File: src/rtl/nbit_universal_shreg.sv
// Universal N-bit shift register (hold / shift right / shift left / load) with a per-frame shift counter.
// Latency: one cycle from input sampling to q; no backpressure, every edge acts on mode.
module nbit_universal_shreg #(
    parameter  int NBIT = 5,
    localparam int CNTW = $clog2(NBIT + 1)
) (
    input  logic            clk,
    input  logic            clr,
    input  logic [1:0]      mode,
    input  logic            ser_in_msb,
    input  logic            ser_in_lsb,
    input  logic [NBIT-1:0] pin,
    output logic [NBIT-1:0] q,
    output logic            ser_out_lsb,
    output logic            ser_out_msb,
    output logic [CNTW-1:0] bit_cnt,
    output logic            frame_done
);

    localparam logic [1:0] MODE_HOLD  = 2'b00;
    localparam logic [1:0] MODE_RIGHT = 2'b01;
    localparam logic [1:0] MODE_LEFT  = 2'b10;
    localparam logic [1:0] MODE_LOAD  = 2'b11;

    localparam logic [CNTW-1:0] CNT_LAST = CNTW'(NBIT - 1);

    logic [NBIT-1:0] q_q, q_d;
    logic [CNTW-1:0] cnt_q, cnt_d;
    logic            done_q, done_d;
    logic            shift;

    always_comb begin
        q_d    = q_q;
        cnt_d  = cnt_q;
        done_d = 1'b0;
        shift  = 1'b0;
        case (mode)
            MODE_HOLD: begin
            end
            MODE_RIGHT: begin
                q_d   = {ser_in_msb, q_q[NBIT-1:1]};
                shift = 1'b1;
            end
            MODE_LEFT: begin
                q_d   = {q_q[NBIT-2:0], ser_in_lsb};
                shift = 1'b1;
            end
            MODE_LOAD: begin
                q_d   = pin;
                cnt_d = '0;
            end
            default: begin
            end
        endcase

        // Direction-agnostic count; the wrapping shift still moves data.
        if (shift) begin
            if (cnt_q == CNT_LAST) begin
                cnt_d  = '0;
                done_d = 1'b1;
            end else begin
                cnt_d = cnt_q + CNTW'(1);
            end
        end
    end

    always_ff @(posedge clk) begin
        if (!clr) begin
            q_q    <= '0;
            cnt_q  <= '0;
            done_q <= 1'b0;
        end else begin
            q_q    <= q_d;
            cnt_q  <= cnt_d;
            done_q <= done_d;
        end
    end

    assign q           = q_q;
    assign bit_cnt     = cnt_q;
    assign frame_done  = done_q;
    assign ser_out_lsb = q_q[0];
    assign ser_out_msb = q_q[NBIT-1];

endmodule

File: config.mk
export PLATFORM = sky130hd
export DESIGN_NAME = nbit_universal_shreg
export DESIGN_NICKNAME = d
export VERILOG_FILES = /design/src/rtl/nbit_universal_shreg.sv
export SDC_FILE = /design/constraint.sdc
export NUM_CORES = 1
export LEC_CHECK = 0
export BUFFER_PORTS_ARGS = -buffer_cell sky130_fd_sc_hd__clkbuf_2
export CAP_MARGIN = 10
export CORE_AREA = 2 2 39 41
export CTS_CLUSTER_DIAMETER = 40
export DETAILED_ROUTE_END_ITERATION = 6
export DIE_AREA = 0 0 41 43
export GPL_TIMING_DRIVEN = 0
export MAX_ROUTING_LAYER = met4
export PLACE_DENSITY = 0.69
export SLEW_MARGIN = 10
export SYNTH_ARGS = -nofsm -noshare
export SYNTH_HDL_FRONTEND = slang
export SYNTH_SLANG_ARGS = --single-unit
File: constraint.sdc
create_clock -name clk -period 1.1 [get_ports clk]
set_input_delay 0.11 -clock clk [delete_from_list [all_inputs] [get_ports clk]]
set_output_delay 0.11 -clock clk [all_outputs]
set_load 0.02 [all_outputs]
# ---- Word level (Yosys, flattened, before mapping)
# Index checks and enable logic that the tools add are counted.
dict set report op_classes {
  add_sub_neg 1
  muxes 6
  n_reduce_logical 4
  n_eq_ne 4
}
# cell n
set ops {}
lappend ops {{$pmux 5 s3} 1}
lappend ops {{$mux 3} 3}
lappend ops {{$eq 2x2->1 const B} 2}
lappend ops {{$add 3x1->3 const B} 1}
lappend ops {{$eq 3x3->1 const B} 1}
lappend ops {{$reduce_bool 3->1} 1}
lappend ops {{$eq 2x1->1 const B} 1}
lappend ops {{$mux 1} 2}
lappend ops {{$reduce_and 2->1} 1}
lappend ops {{$reduce_bool 2->1} 1}
lappend ops {{$reduce_or 2->1} 1}
dict set report word_totals {
  output_inout_bits 11
  regBits 9
}

# ---- Logic depth before layout (Yosys ltp)
# Gate-level depths: netlist (run 1).
dict set report logic_depth {
  word_depth 4
  mapped_depth 6
  ltp_nobuf 5
}

# ---- Least setup slack after synthesis (run 1)
# No wires, ideal clock.
dict set report synth_path {
  path_type {register to register}
  from {register cnt_q[0], in the netlist bit_cnt[0]}
  to {register cnt_q[2], in the netlist bit_cnt[2]}
  arrival_time_ns 1.098
  path_stages_with_launch 6
  setup_slack_ns -0.068
  path_cell_list {dfxtp_1 > inv_1 > ha_1 > nor3b_2 > o21ai_1 > a21boi_1}
}
dict set report synth_between {
  elab_chain_len 3
}
# element line
set synth_lines {}
lappend synth_lines {{start: declaration} 28} ;# logic [CNTW-1:0] cnt_q, cnt_d;
lappend synth_lines {{start signal: assignment} 74} ;# cnt_q <= cnt_d;
lappend synth_lines {{$add 3x1->3 or $eq 3x3->1 (tied branches)} {62, 58}}
lappend synth_lines {{$mux 3 (*)} 58} ;# if (cnt_q == CNT_LAST) begin
lappend synth_lines {{$mux 3 (*)} 57} ;# if (shift) begin
# Mark *: on every way between the ends. The rest lies on a longest branch, timed or not.
# A chain may end at the register's enable or synchronous reset.

# ---- Final worst setup path (run 1)
dict set report layout_path {
  from {register q_q[4], in the netlist q[4]}
  to {output port q[4]}
}
# element line
set layout_rtl {}
lappend layout_rtl {{start: declaration} 27} ;# logic [NBIT-1:0] q_q, q_d;
lappend layout_rtl {{start signal: assignment} 73} ;# q_q <= q_d;
lappend layout_rtl {{end: declaration} 13} ;# output logic [NBIT-1:0] q,
# No word-level cell between the ends.

==> results of run 1 <==
==> flip-flops by register name, indices dropped and copies added, names as in the netlist <==
name,flops
bit_cnt,3
q,5
frame_done,1
==> area by class of cell <==
| type | instances | share of cell area |
|---|---|---|
| tap | 16 | 0.0308 |
| inverter | 5 | 0.0288 |
| multi-input combinational | 40 | 0.417 |
| sequential | 9 | 0.281 |
| buffer | 3 | 0.0404 |
| timing repair buffer | 21 | 0.162 |
| clock buffer | 4 | 0.0404 |
==> routing by layer <==
metal / vias up / part of all wire / GRT usage
met5: - / 0 / -
met4: 0 / 0 / 0.0200
met1: 223 / 0.44 / 0.156
met2: 16 / 0.48 / 0.228
met3: 0 / 0.074 / 0.0785
li1: 253 / - / -
==> worst register-to-register path, stage by stage, from the launching register on <==
cell and delay (ns):
dfxtp_2 0.36, inv_2 0.05, ha_2 0.30, nand4_1 0.08, a21boi_1 0.15
==> logic make-up (layout without fill, tap and decap cells) <==
logic type      Yosys count  in the layout  share of synthesized area
compound gates           19             19                      0.247
fa+ha+maj                 5              5                      0.127
buf+inv                   8             33                     0.0916
flops                     9              9                      0.366
simple gates             16             16                      0.168
==> final timing paths <==
check / startpoint / to / cells after the start
hold reg to reg: bit_cnt[1]$_SDFFE_PN0P_ / bit_cnt[1]$_SDFFE_PN0P_ / 2
setup / recovery: q[4]$_SDFFE_PN0P_ / q[4] / 2
hold / removal: ser_in_msb / q[4]$_SDFFE_PN0P_ / 3
setup reg to reg: bit_cnt[0]$_SDFFE_PN0P_ / bit_cnt[1]$_SDFFE_PN0P_ / 4
==> synthesized netlist by cell type <==
master | n | share of area
nor3b_2 | 1 | 0.025
ha_1 | 5 | 0.13
buf_6 | 1 | 0.023
nand4_1 | 2 | 0.025
inv_1 | 4 | 0.031
o21ai_0 | 5 | 0.051
nand3_1 | 1 | 0.010
buf_4 | 2 | 0.031
nand2_1 | 9 | 0.069
a21oi_1 | 5 | 0.051
dfxtp_1 | 9 | 0.37
nor2_1 | 2 | 0.015
a21boi_1 | 1 | 0.015
o21ai_1 | 1 | 0.010
a221oi_1 | 5 | 0.089
nor2_4 | 1 | 0.023
inv_2 | 1 | 0.0076
a21boi_0 | 2 | 0.031
==> power groups by stage <==
stage	registers, mW	clock network (mW)	logic, mW
2_1_floorplan	0.395	0	0.0972
3_3_place_gp	0.373	0	0.180
3_5_place_dp	0.374	0	0.184
4_1_cts	0.366	0.267	0.184
5_1_grt	0.370	0.286	0.206
6_report	0.367	0.258	0.185
==> metrics by stage <==
stage | hold WS (ns) | util | power (mW) | setup TNS (ns)
floorplan | 0.232 | - | 0.492 | 0
global route | 0.0879 | 0.470 | 0.862 | 0
CTS | 0.0703 | 0.467 | 0.817 | 0
global placement | 0.341 | 0.448 | 0.553 | 0
finish | 0.0723 | 0.470 | 0.810 | 0
detailed placement | 0.346 | 0.448 | 0.557 | -0.000146
==> metrics.yaml, run 1 <==
grt_max_degree: 11
rows: 14
syn_to_final_growth_pct: 32.3
syn_avg_cell_area_um2: 8.63
max-vdd-ir-drop_mv: 0.823
cp_top_family: "flip-flops"
end_kind: "output port"
layout_commonest_cell: "clkbuf_2"
switching_share: 0.299
place.gp.congestion: 0.728
rsz0062_at_grt: "no"
post-route-period-util: 0.918
initial_utilization: 0.355
cts_root_buf: "clkbuf_4"
cp.required_ns: 0.99
startpoint_type: "flop"
dpl_cell_area_um2: 619
final_cell_mix: "clkbuf_2, nand2_1, dfxtp_1"
grt_pass1_wl_um: 1690
core_um2: 1380
cts.sinks: 9
power.share.clock: 0.318
final_area_um2: 651
clkLatencyLatePin_ns: 0.26
cap_violations: 0
rrSetupSlack_ns: 0.09
syn_nets: 73
grtUsageTotal: 0.144
synthCells: 57
combPwrFrac: 0.229
cts_tree: "built"
place_ws_ns: -0.000118
yosysUniqueCellTypes: 18
dr.first_iter.drc_count: 5
crit_fanout: 4
slowest_stage: "dfxtp_1"
status: "completed"
finClkSkew_ns: 0.00294
final_nets: 99
dr.pass1.iters: 5
dr_total_vias: 492
cp.arrival_ns: 0.90
cts_hold_buf: 0
fillers: 139
p_int_uw: 568
max_stage_delay_ns: 0.37
grt_pass1_vias: 416
io_pins: 22
dieArea_um2: 1760
routed_wl_um: 1040
drive_above_1_share: 0.439
layout.cells.non_filler: 98
critical_path_class: "flop to output port"
drc_errors: 0
setup_slack_ns: 0.0904
portBuffers: 21
cts_inserted_buffers: 3
crit_buf_inv: 2
setup_viol: 0
antenna_found_initial: 0
wire_per_inst_um: 10.6
seq_area_um2: 183
cts_setup_buffers: 0
multi_input_area_um2: 272
dp_hpwl_um: 807
cts_htree_levels: 1
slew_headroom: 0.807
min_period_ns: 1.01
power_switching_uw: 243
synth-seq-cells: 9
overflow: 0
yosysSeqAreaShare: 0.366
die_w_um: 41
drv_slew: 0
ant_nets: 0
crit_chain: "buf_4 -> clkbuf_2"
tightest_slew_ns: 0.290
cellLeakagePower_nw: 0.304
dpl.cell_count: 94
hp-class: "input port to flop"
fmax_ghz: 0.990
cts_resized: 0
timing.final.hold_violations: 0
vias_per_cell: 5.02
yosysWarnings: 0
syn_area_um2: 492
pwr-share-seq: 0.453
n_antenna_cell: 0
fp.dieH_um: 43
clock_path_buffers: 2
p_per_area_nw_per_um2: 1250
clkTransAtPathRegs_ns: 0.06
No activity file was read; power rests on OpenSTA's default activity.
==> run 2: changes to the inputs <==
Settings changed: REMOVE_ABC_BUFFERS from default to 1.
==> metrics.yaml, run 2 (same netlist as run 1, synthesis figures left out) <==
startpoint_type: "flop"
syn_to_final_growth_pct: 27.0
dr.first_iter.drc_count: 13  # +8
overflow: 0  # unchanged
cp.required_ns: 1.30  # +0.31 ns
place.gp.congestion: 0.676  # -7.2%
initial_utilization: 0.355  # unchanged
hp-class: "input port to flop"
wire_per_inst_um: 11.2  # +4.9%
cts_htree_levels: 1  # unchanged
cap_violations: 0  # unchanged
cts_tree: "built"
fp.dieH_um: 43  # unchanged
core_um2: 1380  # unchanged
portBuffers: 21  # unchanged
reg2reg_from: "bit_cnt[1]$_SDFFE_PN0P_"
grt_pass1_wl_um: 1620  # -4.1%
routed_wl_um: 1060  # +1.7%
dr_total_vias: 492  # unchanged
end_kind: "flop"
ant_nets: 0  # unchanged
p_total_uw: 802  # -1.0%
post-route-period-util: 0.928  # +0.00978
cp.arrival_ns: 1.22  # +0.32 ns
rsz0062_at_grt: "no"
drive_above_1_share: 0.405  # -0.0340
layout_commonest_cell: "clkbuf_2"
dr.pass1.iters: 4  # -1
die_w_um: 41  # unchanged
critical_path_class: "flop to flop"
dpl_cell_area_um2: 591  # -4.6%
max_stage_delay_ns: 0.34  # -0.03 ns
cellLeakagePower_nw: 0.287  # -5.7%
cts.sinks: 9  # unchanged
cts_root_buf: "clkbuf_4"
tightest_slew_ns: 0.362  # +0.0716 ns
io_pins: 22  # unchanged
dieArea_um2: 1760  # unchanged
final_area_um2: 624  # -4.0%
dp_hpwl_um: 819  # +1.4%
grtUsageTotal: 0.139  # -0.00442
cts_setup_buffers: 0  # unchanged
antenna_found_initial: 0  # unchanged
final_nets: 96  # -3.0%
timing.final.hold_violations: 0  # unchanged
fillers: 149  # +7.2%
setup_slack_ns: 0.0796  # -0.0108 ns
n_antenna_cell: 0  # unchanged
fmax_ghz: 0.980  # -1.1%
reg2reg_depth: 5  # +1
place_ws_ns: -0.0509  # -0.0508 ns
clkTransAtPathRegs_ns: 0.06  # about the same
drv_slew: 0  # unchanged
utilization: 0.451  # -0.0190
setup_viol: 0  # unchanged
slew_headroom: 0.759  # -0.0478
crit_buf_inv: 1  # -1
clock_path_buffers: 2  # unchanged
drc_errors: 0  # unchanged
status: "completed"
max-vdd-ir-drop_mv: 0.680  # -17%
clkLatencyLatePin_ns: 0.26  # about the same
finClkSkew_ns: 0.00159  # -0.00135 ns
p_per_area_nw_per_um2: 1280  # +3.2%
grt_max_degree: 11  # unchanged
min-delay-start: "ser_in_msb"
cts_inserted_buffers: 3  # unchanged
crit_cells: 5  # +3
final_cell_mix: "clkbuf_2, nand2_1, dfxtp_1"
grt_pass1_vias: 415  # -0.24%
largest_register_ffs: 5  # unchanged
vias_per_cell: 5.18  # +3.2%
min_period_ns: 1.02  # +0.0108 ns
crit_fanout: 4  # unchanged
rows: 14  # unchanged
crit_chain: "inv_1 -> ha_2 -> nor3b_2 -> o21ai_1 -> a21boi_1"
startpoint: "bit_cnt[1]$_SDFFE_PN0P_"
slowest_stage: "dfxtp_2"
cp_top_family: "flip-flops"
hold_depth: 3  # unchanged
## run 2: area by class of cell
class | instances | area (µm²) | area share
multi-input cells | 40 | 272 | 0.435
flip-flops and latches | 9 | 183 | 0.293
repair buffers | 21 | 105 | 0.168
clock buffers | 4 | 26.3 | 0.0421
well taps | 16 | 20.0 | 0.0321
inverters | 5 | 18.8 | 0.0301
## run 2: power breakdown
group / switching, mW / internal [mW]
combinational: 0.103 / 0.0713
sequential: 0.0189 / 0.347
clock: 0.122 / 0.140
total: 0.243 / 0.559
## run 2: worst paths after layout
check / slack (ns) / end
max: 0.08 / bit_cnt[2]$_SDFFE_PN0P_
min: 0.07 / q[4]$_SDFFE_PN0P_
max reg2reg: 0.08 / bit_cnt[2]$_SDFFE_PN0P_
min reg2reg: 0.48 / bit_cnt[1]$_SDFFE_PN0P_
## run 2: routing by layer
layer	GRT usage	up-vias	part of all wire
li1	-	248	-
met1	0.159	221	0.40
met2	0.203	21	0.49
met3	0.0785	2	0.098
met4	0.0400	0	0.0057
met5	-	-	0
## run 2: what timing repair did
action / in CTS / in global routing
endpoints found under the setup margin: 3 / 3
resized for setup: 1 / 5
pin swaps: 0 / 4
hold buffers: 0 / 0
## run 2: stage by stage
stage                     TNS, ns  hold slack [ns]  std cells
after floorplan            -0.159            0.232         54
after global placement     -0.165            0.344         91
after detailed placement   -0.225            0.350         91
after CTS                       0           0.0655         95
after global routing            0           0.0862         95
final                           0           0.0725         95
## run 2: tightest hold or removal path, cell delays in order
cell and delay, ns:
clkbuf_2 0.08, nand2_1 0.04, a21oi_1 0.06
